### src/rtl/safebox_pkg.sv
// Shared keypad definitions for the safebox scanner and its key-side emulator:
// key width, emulator FSM encodings and the key -> (row, col) line mapping.
package safebox_pkg;

  localparam int KEY_W = 4;

  localparam logic [4:0] ST_IDLE           = 5'b00001;
  localparam logic [4:0] ST_PRESS_BOUNCE   = 5'b00010;
  localparam logic [4:0] ST_HOLD           = 5'b00100;
  localparam logic [4:0] ST_RELEASE_BOUNCE = 5'b01000;
  localparam logic [4:0] ST_GAP            = 5'b10000;

  typedef struct packed {
    logic [3:0] row;
    logic [3:0] col;
  } key_lines_t;

  // Active-low one-hot lines: column index is key[1:0], row index is key[3:2].
  function automatic key_lines_t key_to_lines(input logic [KEY_W-1:0] key);
    key_lines_t lines;
    lines.row = ~(4'b0001 << key[3:2]);
    lines.col = ~(4'b0001 << key[1:0]);
    return lines;
  endfunction

endpackage

### src/rtl/keypad_matrix_emulator_key_fifo.sv
// Small synchronous key-code FIFO; pointers carry one extra wrap bit so that
// full and empty are told apart without a separate flag.
module key_fifo
  import safebox_pkg::*;
#(
  parameter int DEPTH = 4
) (
  input  logic                     clk,
  input  logic                     rst,
  input  logic                     push,
  input  logic                     pop,
  input  logic                     flush,
  input  logic [KEY_W-1:0]         din,
  output logic [KEY_W-1:0]         dout,
  output logic                     full,
  output logic                     empty,
  output logic [$clog2(DEPTH):0]   count
);

  localparam int AW = $clog2(DEPTH);

  logic [KEY_W-1:0] mem [DEPTH];
  logic [AW:0]      wr_ptr;
  logic [AW:0]      rd_ptr;
  logic             do_push;
  logic             do_pop;

  assign count   = wr_ptr - rd_ptr;
  assign full    = (count == (AW+1)'(DEPTH));
  assign empty   = (wr_ptr == rd_ptr);
  assign dout    = mem[rd_ptr[AW-1:0]];
  assign do_push = push && !full;
  assign do_pop  = pop && !empty;

  always_ff @(posedge clk or posedge rst) begin
    if (rst) begin
      wr_ptr <= '0;
      rd_ptr <= '0;
    end else if (flush) begin
      wr_ptr <= '0;
      rd_ptr <= '0;
    end else begin
      if (do_push) wr_ptr <= wr_ptr + (AW+1)'(1);
      if (do_pop)  rd_ptr <= rd_ptr + (AW+1)'(1);
    end
  end

  always_ff @(posedge clk) begin
    if (do_push && !flush) mem[wr_ptr[AW-1:0]] <= din;
  end

endmodule

### src/rtl/keypad_matrix_emulator.sv
// Key-side 4x4 matrix model: replays queued key codes as bounce/hold/bounce/gap
// presses and answers the scanner's active-low column drive on the row lines.
module keypad_matrix_emulator
  import safebox_pkg::*;
#(
  parameter int HOLD_CYCLES   = 2000000,
  parameter int GAP_CYCLES    = 2000000,
  parameter int BOUNCE_CYCLES = 8,
  parameter int FIFO_DEPTH    = 4
) (
  input  logic                          clk,
  input  logic                          rst,
  input  logic [3:0]                    col,
  output logic [3:0]                    row,
  input  logic [KEY_W-1:0]              key_code,
  input  logic                          key_valid,
  output logic                          key_ready,
  input  logic                          abort,
  output logic                          busy,
  output logic                          key_done,
  output logic [$clog2(FIFO_DEPTH):0]   pending
);

  localparam int MAX_HG  = (HOLD_CYCLES > GAP_CYCLES) ? HOLD_CYCLES : GAP_CYCLES;
  localparam int CNT_MAX = (MAX_HG > BOUNCE_CYCLES) ? MAX_HG : BOUNCE_CYCLES;
  localparam int CNT_W   = $clog2(CNT_MAX) + 1;
  localparam bit HAS_BOUNCE = (BOUNCE_CYCLES > 0);

  localparam logic [CNT_W-1:0] HOLD_LD   = CNT_W'(HOLD_CYCLES - 1);
  localparam logic [CNT_W-1:0] GAP_LD    = CNT_W'(GAP_CYCLES - 1);
  localparam logic [CNT_W-1:0] BOUNCE_LD = HAS_BOUNCE ? CNT_W'(BOUNCE_CYCLES - 1) : '0;

  logic [4:0]       state;
  logic [CNT_W-1:0] cnt;
  logic [KEY_W-1:0] cur_key;
  logic [KEY_W-1:0] fifo_dout;
  logic             fifo_full;
  logic             fifo_empty;
  logic             pop;
  logic             contact_closed;
  key_lines_t       lines;

  assign pop       = (state == ST_IDLE) && !fifo_empty && !abort;
  assign key_ready = !fifo_full;
  assign busy      = (state != ST_IDLE) || (pending != '0);
  // Suppressed under abort so a flush landing on the last gap cycle reports nothing.
  assign key_done  = (state == ST_GAP) && (cnt == '0) && !abort;

  key_fifo #(
    .DEPTH (FIFO_DEPTH)
  ) u_key_fifo (
    .clk   (clk),
    .rst   (rst),
    .push  (key_valid),
    .pop   (pop),
    .flush (abort),
    .din   (key_code),
    .dout  (fifo_dout),
    .full  (fifo_full),
    .empty (fifo_empty),
    .count (pending)
  );

  always_comb begin
    contact_closed = 1'b0;
    case (state)
      ST_PRESS_BOUNCE:   contact_closed = ~cnt[0];
      ST_HOLD:           contact_closed = 1'b1;
      ST_RELEASE_BOUNCE: contact_closed = cnt[0];
      default:           contact_closed = 1'b0;
    endcase
  end

  // A closed contact shorts row r to column c, so row r follows col c when it is driven low.
  always_comb begin
    lines = key_to_lines(cur_key);
    row   = 4'hF;
    if (contact_closed && ((~col & ~lines.col) != 4'h0)) row = lines.row;
  end

  always_ff @(posedge clk or posedge rst) begin
    if (rst) begin
      state   <= ST_IDLE;
      cnt     <= '0;
      cur_key <= '0;
    end else if (abort) begin
      state <= ST_IDLE;
      cnt   <= '0;
    end else begin
      case (state)
        ST_IDLE: begin
          if (!fifo_empty) begin
            cur_key <= fifo_dout;
            if (HAS_BOUNCE) begin
              state <= ST_PRESS_BOUNCE;
              cnt   <= BOUNCE_LD;
            end else begin
              state <= ST_HOLD;
              cnt   <= HOLD_LD;
            end
          end
        end
        ST_PRESS_BOUNCE: begin
          if (cnt == '0) begin
            state <= ST_HOLD;
            cnt   <= HOLD_LD;
          end else begin
            cnt <= cnt - CNT_W'(1);
          end
        end
        ST_HOLD: begin
          if (cnt == '0) begin
            if (HAS_BOUNCE) begin
              state <= ST_RELEASE_BOUNCE;
              cnt   <= BOUNCE_LD;
            end else begin
              state <= ST_GAP;
              cnt   <= GAP_LD;
            end
          end else begin
            cnt <= cnt - CNT_W'(1);
          end
        end
        ST_RELEASE_BOUNCE: begin
          if (cnt == '0) begin
            state <= ST_GAP;
            cnt   <= GAP_LD;
          end else begin
            cnt <= cnt - CNT_W'(1);
          end
        end
        ST_GAP: begin
          if (cnt == '0) state <= ST_IDLE;
          else           cnt   <= cnt - CNT_W'(1);
        end
        default: begin
          state <= ST_IDLE;
          cnt   <= '0;
        end
      endcase
    end
  end

endmodule

### config.mk
export PLATFORM = sky130hd
export DESIGN_NAME = keypad_matrix_emulator
export DESIGN_NICKNAME = d
export VERILOG_FILES = /design/src/rtl/safebox_pkg.sv /design/src/rtl/keypad_matrix_emulator_key_fifo.sv /design/src/rtl/keypad_matrix_emulator.sv
export SDC_FILE = /design/constraint.sdc
export NUM_CORES = 1
export LEC_CHECK = 0
export BUFFER_PORTS_ARGS = -buffer_cell sky130_fd_sc_hd__clkbuf_2
export CAP_MARGIN = 20
export CORE_MARGIN = 5
export CORE_UTILIZATION = 47
export CTS_CLUSTER_SIZE = 14
export DETAILED_ROUTE_END_ITERATION = 6
export GPL_ROUTABILITY_DRIVEN = 0
export PLACE_DENSITY = 0.63
export SLEW_MARGIN = 20
export SYNTH_ARGS = -nofsm -noshare
export SYNTH_HDL_FRONTEND = slang
export SYNTH_SLANG_ARGS = --single-unit
### constraint.sdc
create_clock -name clk -period 3.54 [get_ports clk]
set_input_delay 0.708 -clock clk [delete_from_list [all_inputs] [get_ports clk]]
set_output_delay 0.708 -clock clk [all_outputs]
set_load 0.03 [all_outputs]
==> results of run 1 <==
-- cells in the mapped netlist (2+ instances only) --
master | count | area share [%]
sky130_fd_sc_hd__a211oi_1 | 4 | 0.95
sky130_fd_sc_hd__a21oi_1 | 5 | 0.79
sky130_fd_sc_hd__a31oi_1 | 18 | 3.6
sky130_fd_sc_hd__and2_1 | 5 | 0.99
sky130_fd_sc_hd__and3_1 | 2 | 0.40
sky130_fd_sc_hd__clkbuf_1 | 15 | 1.8
sky130_fd_sc_hd__dfrtp_1 | 36 | 28
sky130_fd_sc_hd__edfxtp_1 | 16 | 15
sky130_fd_sc_hd__ha_1 | 8 | 3.2
sky130_fd_sc_hd__inv_1 | 14 | 1.7
sky130_fd_sc_hd__mux2_2 | 4 | 1.4
sky130_fd_sc_hd__mux4_2 | 5 | 3.6
sky130_fd_sc_hd__nand2_1 | 12 | 1.4
sky130_fd_sc_hd__nand2b_1 | 4 | 0.79
sky130_fd_sc_hd__nand3_1 | 13 | 2.1
sky130_fd_sc_hd__nand3b_1 | 6 | 1.4
sky130_fd_sc_hd__nand4b_1 | 2 | 0.55
sky130_fd_sc_hd__nor2_1 | 23 | 2.7
sky130_fd_sc_hd__nor2b_1 | 2 | 0.40
sky130_fd_sc_hd__nor3_1 | 13 | 2.1
sky130_fd_sc_hd__nor4_1 | 10 | 2.0
sky130_fd_sc_hd__nor4b_1 | 3 | 0.83
sky130_fd_sc_hd__o2111ai_1 | 2 | 0.55
sky130_fd_sc_hd__o211ai_1 | 12 | 2.8
sky130_fd_sc_hd__o21ai_0 | 16 | 2.5
sky130_fd_sc_hd__o221ai_1 | 5 | 1.4
sky130_fd_sc_hd__o22ai_1 | 2 | 0.40
sky130_fd_sc_hd__o311ai_1 | 3 | 0.83
sky130_fd_sc_hd__o31ai_1 | 3 | 0.71
sky130_fd_sc_hd__or3_1 | 5 | 0.99
sky130_fd_sc_hd__or4_1 | 10 | 2.4
sky130_fd_sc_hd__or4b_1 | 3 | 0.95
sky130_fd_sc_hd__xnor2_1 | 4 | 1.1
sky130_fd_sc_hd__xor2_1 | 3 | 0.83
-- final cells by class --
| class | count | area (sq um) | area share [%] |
|---|---|---|---|
| clock buffer | 5 | 68.8 | 1.98 |
| multi-input combinational | 228 | 1640 | 47.2 |
| inverter | 15 | 58.8 | 1.69 |
| tap | 80 | 100 | 2.88 |
| clock inverter | 3 | 28.8 | 0.827 |
| sequential | 53 | 1410 | 40.4 |
| timing repair buffer | 30 | 173 | 4.96 |
-- sequential cells by signal, indices dropped and copies added, names as in the netlist --
| register | cells |
|---|---|
| u_key_fifo.rd_ptr | 3 |
| cur_key | 4 |
| state | 5 |
| cnt | 22 |
| u_key_fifo.mem | 16 |
| u_key_fifo.wr_ptr | 3 |
-- path summary, 6_finish.rpt --
path                       startpoint  slack, ns  cells after the start        to
hold / removal                    rst       0.47                      2   cnt[21]
hold reg to reg               cnt[14]       0.53                      1   cnt[14]
setup / recovery               cnt[0]       0.24                      7  key_done
setup reg to reg               cnt[0]       0.60                      7  state[4]
max in group asynchronous         rst       2.28                      3  state[0]
min in group clk              cnt[14]       0.53                      1   cnt[14]
-- where the power goes --
part	internal (mW)	total, mW	switching, mW
registers	0.747	0.894	0.147
logic	0.565	1.55	0.984
clock network	0.148	0.372	0.223
-- worst max-delay path, cell delays in order, from the launching register on --
cell and delay [ns]:
sky130_fd_sc_hd__dfrtp_1 0.46, sky130_fd_sc_hd__inv_1 0.11, sky130_fd_sc_hd__ha_1 0.19, sky130_fd_sc_hd__or3b_1 0.53, sky130_fd_sc_hd__nor4_4 0.37, sky130_fd_sc_hd__nand3_2 0.19
sky130_fd_sc_hd__inv_4 0.18, sky130_fd_sc_hd__clkbuf_2 0.23
-- kinds of logic after synthesis --
group                    after synthesis  share of synthesized area [%]
AO/OA/AOI/OAI                         81                           18.0
adder cells (fa/ha/maj)                9                           3.80
buffers and inverters                 31                           3.72
flip-flops                            53                           44.5
multiplexers                          10                           5.30
AND/OR/NAND/NOR                      120                           22.1
XOR/XNOR                               8                           2.69
-- through the flow --
stage	area [sq um]	cells	hold slack, ns	utilization (%)
after floorplan	3160	312	0.473	-
after global placement	3380	406	0.506	50.5
after detailed placement	3380	406	0.510	50.5
after global routing	3480	414	0.546	52.1
final	3480	414	0.474	52.1
after CTS	3470	414	0.500	52.0
-- per-layer routing --
layer	vias to the layer above	part of all wire [%]	GRT usage, %	wire (microns)
li1	1268	-	-	-
met1	1325	44	24.4	3310
met2	85	50	31.4	3770
met3	15	4.1	3.36	306
met4	0	1.5	5.82	116
met5	-	0	0	0
==> impl_summary.txt, run 1 <==
----------------------------------------------------
[Drt]
  Antenna viol nets, final ... 0
  Ratio of routed vias to standard cells ... about 6.5
  Count of TritonRoute iterations in the first routing pass ... 5
  Routed via count ... between 2k and 3k
  Number of remaining DRC errors ... 0
  First-iteration detailed-routing DRC count ... slightly above 200
  Routed wire per std cell ... around 18 microns
  Overall routed net length ... ~7500 microns

[Global route]
  Total global-route track usage ... 18.7%
  First-pass GRT wire length ... between 10,000 and 15,000 microns
  Vias in the first global route ... approximately 2.6k
  Antenna violations before repair ... 0
  Maximum number of pins on one net before global-route repair ... 21
  Overflow left after global routing ... 0

[Synth]
  Top FF cell, synth ... sky130_fd_sc_hd__dfrtp_1
  Total standard cell area after synthesis ... roughly 0.0032 sq mm
  Gate count after technology mapping ... about 310
  Asr flop ratio synth ... a little over two thirds
  Post-synth cell types ... 58
  Post-synthesis sequential area ratio ... between 40 and 50%
  Post-synthesis register bit count ... 53
  YS warnings ... 0
  Number of enable flip-flop cells after synthesis ... 16
  Post-synthesis area per instance ... 10.1 sq um
  Mapped Nets ... ~330

[Power]
  Leakage dissipation ... around 1.4 nW
  Post-route total power ... approximately 2.8 mW
  Peak supply drop ... 0.589 mV
  Areal power density over the cells ... 809 mW/mm^2

[Floorplanning]
  Initial core utilization ... 47.4%
  Die Y-Extent ... between 90 and 100 microns
  Ports placed on the boundary ... 22
  Floorplan die width ... between 90 and 100 microns
  Core area ... 0.00668 sq mm
  Number of core rows ... 30
  Die Outline Area ... roughly 0.0085 sq mm

[Setup path]
  Required time of the critical path ... roughly 2.8 ns
  Endpoint arrival time on the critical path ... between 2 and 3 ns
  Maximum net fanout on the critical path ... 15
  Capturing element type of the critical path ... primary output
  Critical path class ... flip-flop to primary output
  Type of origin of the critical path ... flip-flop

[Layout]
  # nets final ... 354
  Most frequent standard cell in the layout excluding fill and tap cells ... sky130_fd_sc_hd__dfrtp_1
  ANT cells ... 0
  Fraction of layout cells with a size suffix above 1 ... 16.8%
  Area overhead of the layout relative to synthesis ... 10.0%
  Top library cells by usage in the layout, fill and taps aside ... sky130_fd_sc_hd__dfrtp_1 (36), sky130_fd_sc_hd__nor2_1 (23), sky130_fd_sc_hd__clkbuf_2 (21)
  Filler cell count in the final layout ... 600

[STA]
  Max-slew headroom at the worst pin ... roughly two fifths
  Transition time at the pin with the least slew margin ... a little under 0.9 ns
  Hold Vio Cnt, Final ... 0
  Fin Setup TNS ... 0 ns
  Worst Setup Slack, final ... about 0.24 ns
  Final critical-path required period ... between 3 and 4 ns
  Setup violators final ... 0
  Post-Route Skew ... around 0.0059 ns
  Post-route clock period utilization ... 93.1%
  Number of max-slew violations in the final report ... 0
  Setup repair after global routing missed its margin ... false
  Fmax ... 303 MHz

[Status]
  Result of the run ... complete, no violations

[Clock tree]
  CTS clock-pin slew for the worst setup and hold paths ... 0.11 ns
  Clock Sink Count ... 53
  Root buffer selected by CTS ... sky130_fd_sc_hd__clkbuf_8
  H-tree lvl count ... 2
  Hold buffers post-CTS ... 0
  Deepest clock path buffer count ... 2
  Clock insertion delay at the later pin of the skew report ... 0.31 ns
  Total CTS buffers ... 5
  CTS tree ... yes
  Number of buffers added for setup after CTS ... 0
  Number of gates resized after CTS ... 0

[Place]
  Estimated wirelength of the detail-placed design ... 5420 microns
  Number of buffer cells added on primary ports ... 21
  Setup WS pre-CTS ... about 0.54 ns

[Flow run]
  Number of max-cap violations ... 0

[Worst hold path]
  Worst hold path type ... input pin to asynchronous set/reset pin

----------------------------------------------------
(Power assumes the default switching activity.)
==> run 2: changes to the inputs <==
--- a/config.mk
+++ b/config.mk
@@ -12,7 +12,7 @@
 export CTS_CLUSTER_SIZE = 14
 export DETAILED_ROUTE_END_ITERATION = 6
 export GPL_ROUTABILITY_DRIVEN = 0
-export PLACE_DENSITY = 0.63
+export PLACE_DENSITY = 0.66
 export SLEW_MARGIN = 20
 export SYNTH_ARGS = -nofsm -noshare
 export SYNTH_HDL_FRONTEND = slang
==> run 2 against run 1 <==
  * Non-clock buffer count is 1 higher
  * First-iteration DRC count is 31% higher
  * Wire length is 1.0% lower
  * Global-route usage shrank 0.53 points
  * Final cell count rose by 0.24%
  * Die area stayed put
  * Critical path depth did not move
  * Clock power about the same
  * Count of clock-buffer cells in the layout stayed put
==> impl_summary.txt, run 2 (synthesis gave the netlist of run 1 again) <==
----------------------------------------------------
[Floorplanning]
  Die Y-Extent ... 92.1 microns (unchanged)
  Number of core rows ... 30 (unchanged)
  Floorplan die width ... 92.1 microns (unchanged)
  Ports placed on the boundary ... 22 (unchanged)
  Core area ... 0.00668 sq mm (unchanged)
  Die Outline Area ... 0.00847 sq mm (unchanged)
  Initial core utilization ... 47.4% (unchanged)

[Place]
  Number of buffer cells added on primary ports ... 21 (unchanged)
  Estimated wirelength of the detail-placed design ... 5300 microns (-2.2%)

[Layout]
  Final core utilization ... 52.1% (unchanged)
  Flip-flop count of the largest register, all copies and words added ... 22 (unchanged)
  ANT cells ... 0 (unchanged)
  Most frequent standard cell in the layout excluding fill and tap cells ... sky130_fd_sc_hd__dfrtp_1
  Register ranked first by flip-flop count ... cnt
  Top library cells by usage in the layout, fill and taps aside ... sky130_fd_sc_hd__dfrtp_1 (36), sky130_fd_sc_hd__nor2_1 (23), sky130_fd_sc_hd__clkbuf_2 (21)
  # nets final ... 355 (+0.28%)
  Fraction of layout cells with a size suffix above 1 ... 16.7% (-0.050 points)
  Area overhead of the layout relative to synthesis ... 10.0% (unchanged)

[Drt]
  Routed wire per std cell ... 17.9 microns (-1.3%)
  Routed via count ... 2,683 (-0.37%)
  Number of remaining DRC errors ... 0 (unchanged)
  Antenna viol nets, final ... 0 (unchanged)
  Ratio of routed vias to standard cells ... 6.47 (-0.61%)
  First-iteration detailed-routing DRC count ... 265 (+31%)
  Overall routed net length ... 7430 microns (-1.0%)
  Count of TritonRoute iterations in the first routing pass ... 5 (unchanged)

[Flow run]
  Number of max-cap violations ... 0 (unchanged)

[STA]
  Final critical-path required period ... 3.32 ns (+0.0271 ns)
  Transition time at the pin with the least slew margin ... 0.815 ns (-0.0767 ns)
  Fin Setup TNS ... 0 ns (unchanged)
  Post-route clock period utilization ... 93.8% (+0.77 points)
  Post-Route Skew ... 0.0154 ns (+0.00955 ns)
  Setup repair after global routing missed its margin ... false
  Number of max-slew violations in the final report ... 0 (unchanged)
  Max-slew headroom at the worst pin ... 45.5% (+5.1 points)
  Hold Vio Cnt, Final ... 0 (unchanged)
  Fmax ... 301 MHz (-0.82%)
  Setup violators final ... 0 (unchanged)

[Clock tree]
  CTS clock-pin slew for the worst setup and hold paths ... 0.11 ns (about the same)
  Number of buffers added for setup after CTS ... 0 (unchanged)
  Hold buffers post-CTS ... 0 (unchanged)
  Total CTS buffers ... 5 (unchanged)
  Clock Sink Count ... 53 (unchanged)
  Number of gates resized after CTS ... 0 (unchanged)
  Deepest clock path buffer count ... 2 (unchanged)
  Clock insertion delay at the later pin of the skew report ... 0.32 ns (about the same)
  H-tree lvl count ... 2 (unchanged)
  Root buffer selected by CTS ... sky130_fd_sc_hd__clkbuf_8
  CTS tree ... yes

[Setup path]
  Reg-to-reg critical path startpoint ... cnt[0]
  CP Capture Point ... key_done
  Slack of the worst reg-to-reg path ... 0.59 ns (about the same)
  Critical path class ... flip-flop to primary output
  RR Endpoint ... cnt[17]
  Maximum net fanout on the critical path ... 10 (-5)
  Endpoint arrival time on the critical path ... 2.61 ns (+0.02 ns)
  Capturing element type of the critical path ... primary output
  R2R depth ... 7 (unchanged)
  Type of origin of the critical path ... flip-flop
  Crit. Startpoint ... cnt[0]
  Required time of the critical path ... 2.83 ns (about the same)

[Power]
  Peak supply drop ... 0.858 mV (+46%)
  Areal power density over the cells ... 804 mW/mm^2 (-0.59%)
  Post-route total power ... 2.80 mW (-0.59%)
  Leakage dissipation ... 1.42 nW (+0.42%)

[Global route]
  Overflow left after global routing ... 0 (unchanged)
  Maximum number of pins on one net before global-route repair ... 38 (+81%)
  Total global-route track usage ... 18.1% (-0.53 points)
  First-pass GRT wire length ... 12,600 microns (-2.1%)
  Vias in the first global route ... 2,614 (-0.83%)
  Antenna violations before repair ... 0 (unchanged)

[Status]
  Result of the run ... complete, no violations

[Worst hold path]
  Worst hold path type ... input pin to asynchronous set/reset pin

----------------------------------------------------
-- run 2: how the worst min path moves through the flow --
| stage | end | slack [ns] | cells after the start |
|---|---|---|---|
| 2_1_floorplan | cnt[21] | 0.47 | 1 |
| 3_3_place_gp | cnt[14] | 0.51 | 1 |
| 3_5_place_dp | cnt[14] | 0.52 | 1 |
| 4_1_cts | cnt[11] | 0.48 | 3 |
| 5_1_grt | cnt[11] | 0.51 | 3 |
| 6_report | cnt[11] | 0.46 | 3 |
-- run 2: cell type report --
cell class	instances	area, sq um
repair buffers	31	180
multi-input cells	228	1640
clock buffers	5	68.8
clock inverters	3	28.8
flip-flops and latches	53	1410
fillers	604	3200
inverters	15	56.3
well taps	80	100
-- run 2: critical path, cell delays in order, from the launching register on --
cell and delay (ns):
sky130_fd_sc_hd__dfrtp_1 0.46, sky130_fd_sc_hd__inv_1 0.12, sky130_fd_sc_hd__ha_1 0.21, sky130_fd_sc_hd__or3b_1 0.53, sky130_fd_sc_hd__nor4_4 0.36, sky130_fd_sc_hd__nand3_1 0.28
sky130_fd_sc_hd__inv_2 0.12, sky130_fd_sc_hd__clkbuf_2 0.21
-- run 2: power breakdown --
part / total [mW] / leakage, nW / switching [mW] / internal, mW
Combinational: 1.53 / 0.723 / 0.964 / 0.564
Clock: 0.373 / 0.0506 / 0.225 / 0.148
Sequential: 0.897 / 0.643 / 0.150 / 0.747
-- run 2: through the flow --
step           hold WS [ns]  cell area, sq um  std cells  setup slack (ns)
6_report              0.458              3480        415             0.218
5_1_grt               0.514              3480        415             0.121
4_1_cts               0.483              3480        415             0.258
3_5_place_dp          0.516              3380        407             0.664
3_3_place_gp          0.508              3380        407             0.701
2_1_floorplan         0.473              3160        312             0.614
-- run 2: layer usage --
| layer | vias up | track usage (%) | wire [microns] | part of all wire (%) |
|---|---|---|---|---|
| li1 | 1264 | - | - | - |
| met1 | 1310 | 23.9 | 3360 | 45 |
| met2 | 95 | 30.5 | 3590 | 48 |
| met3 | 14 | 3.12 | 345 | 4.6 |
| met4 | 0 | 5.69 | 135 | 1.8 |
| met5 | - | 0 | 0 | 0 |
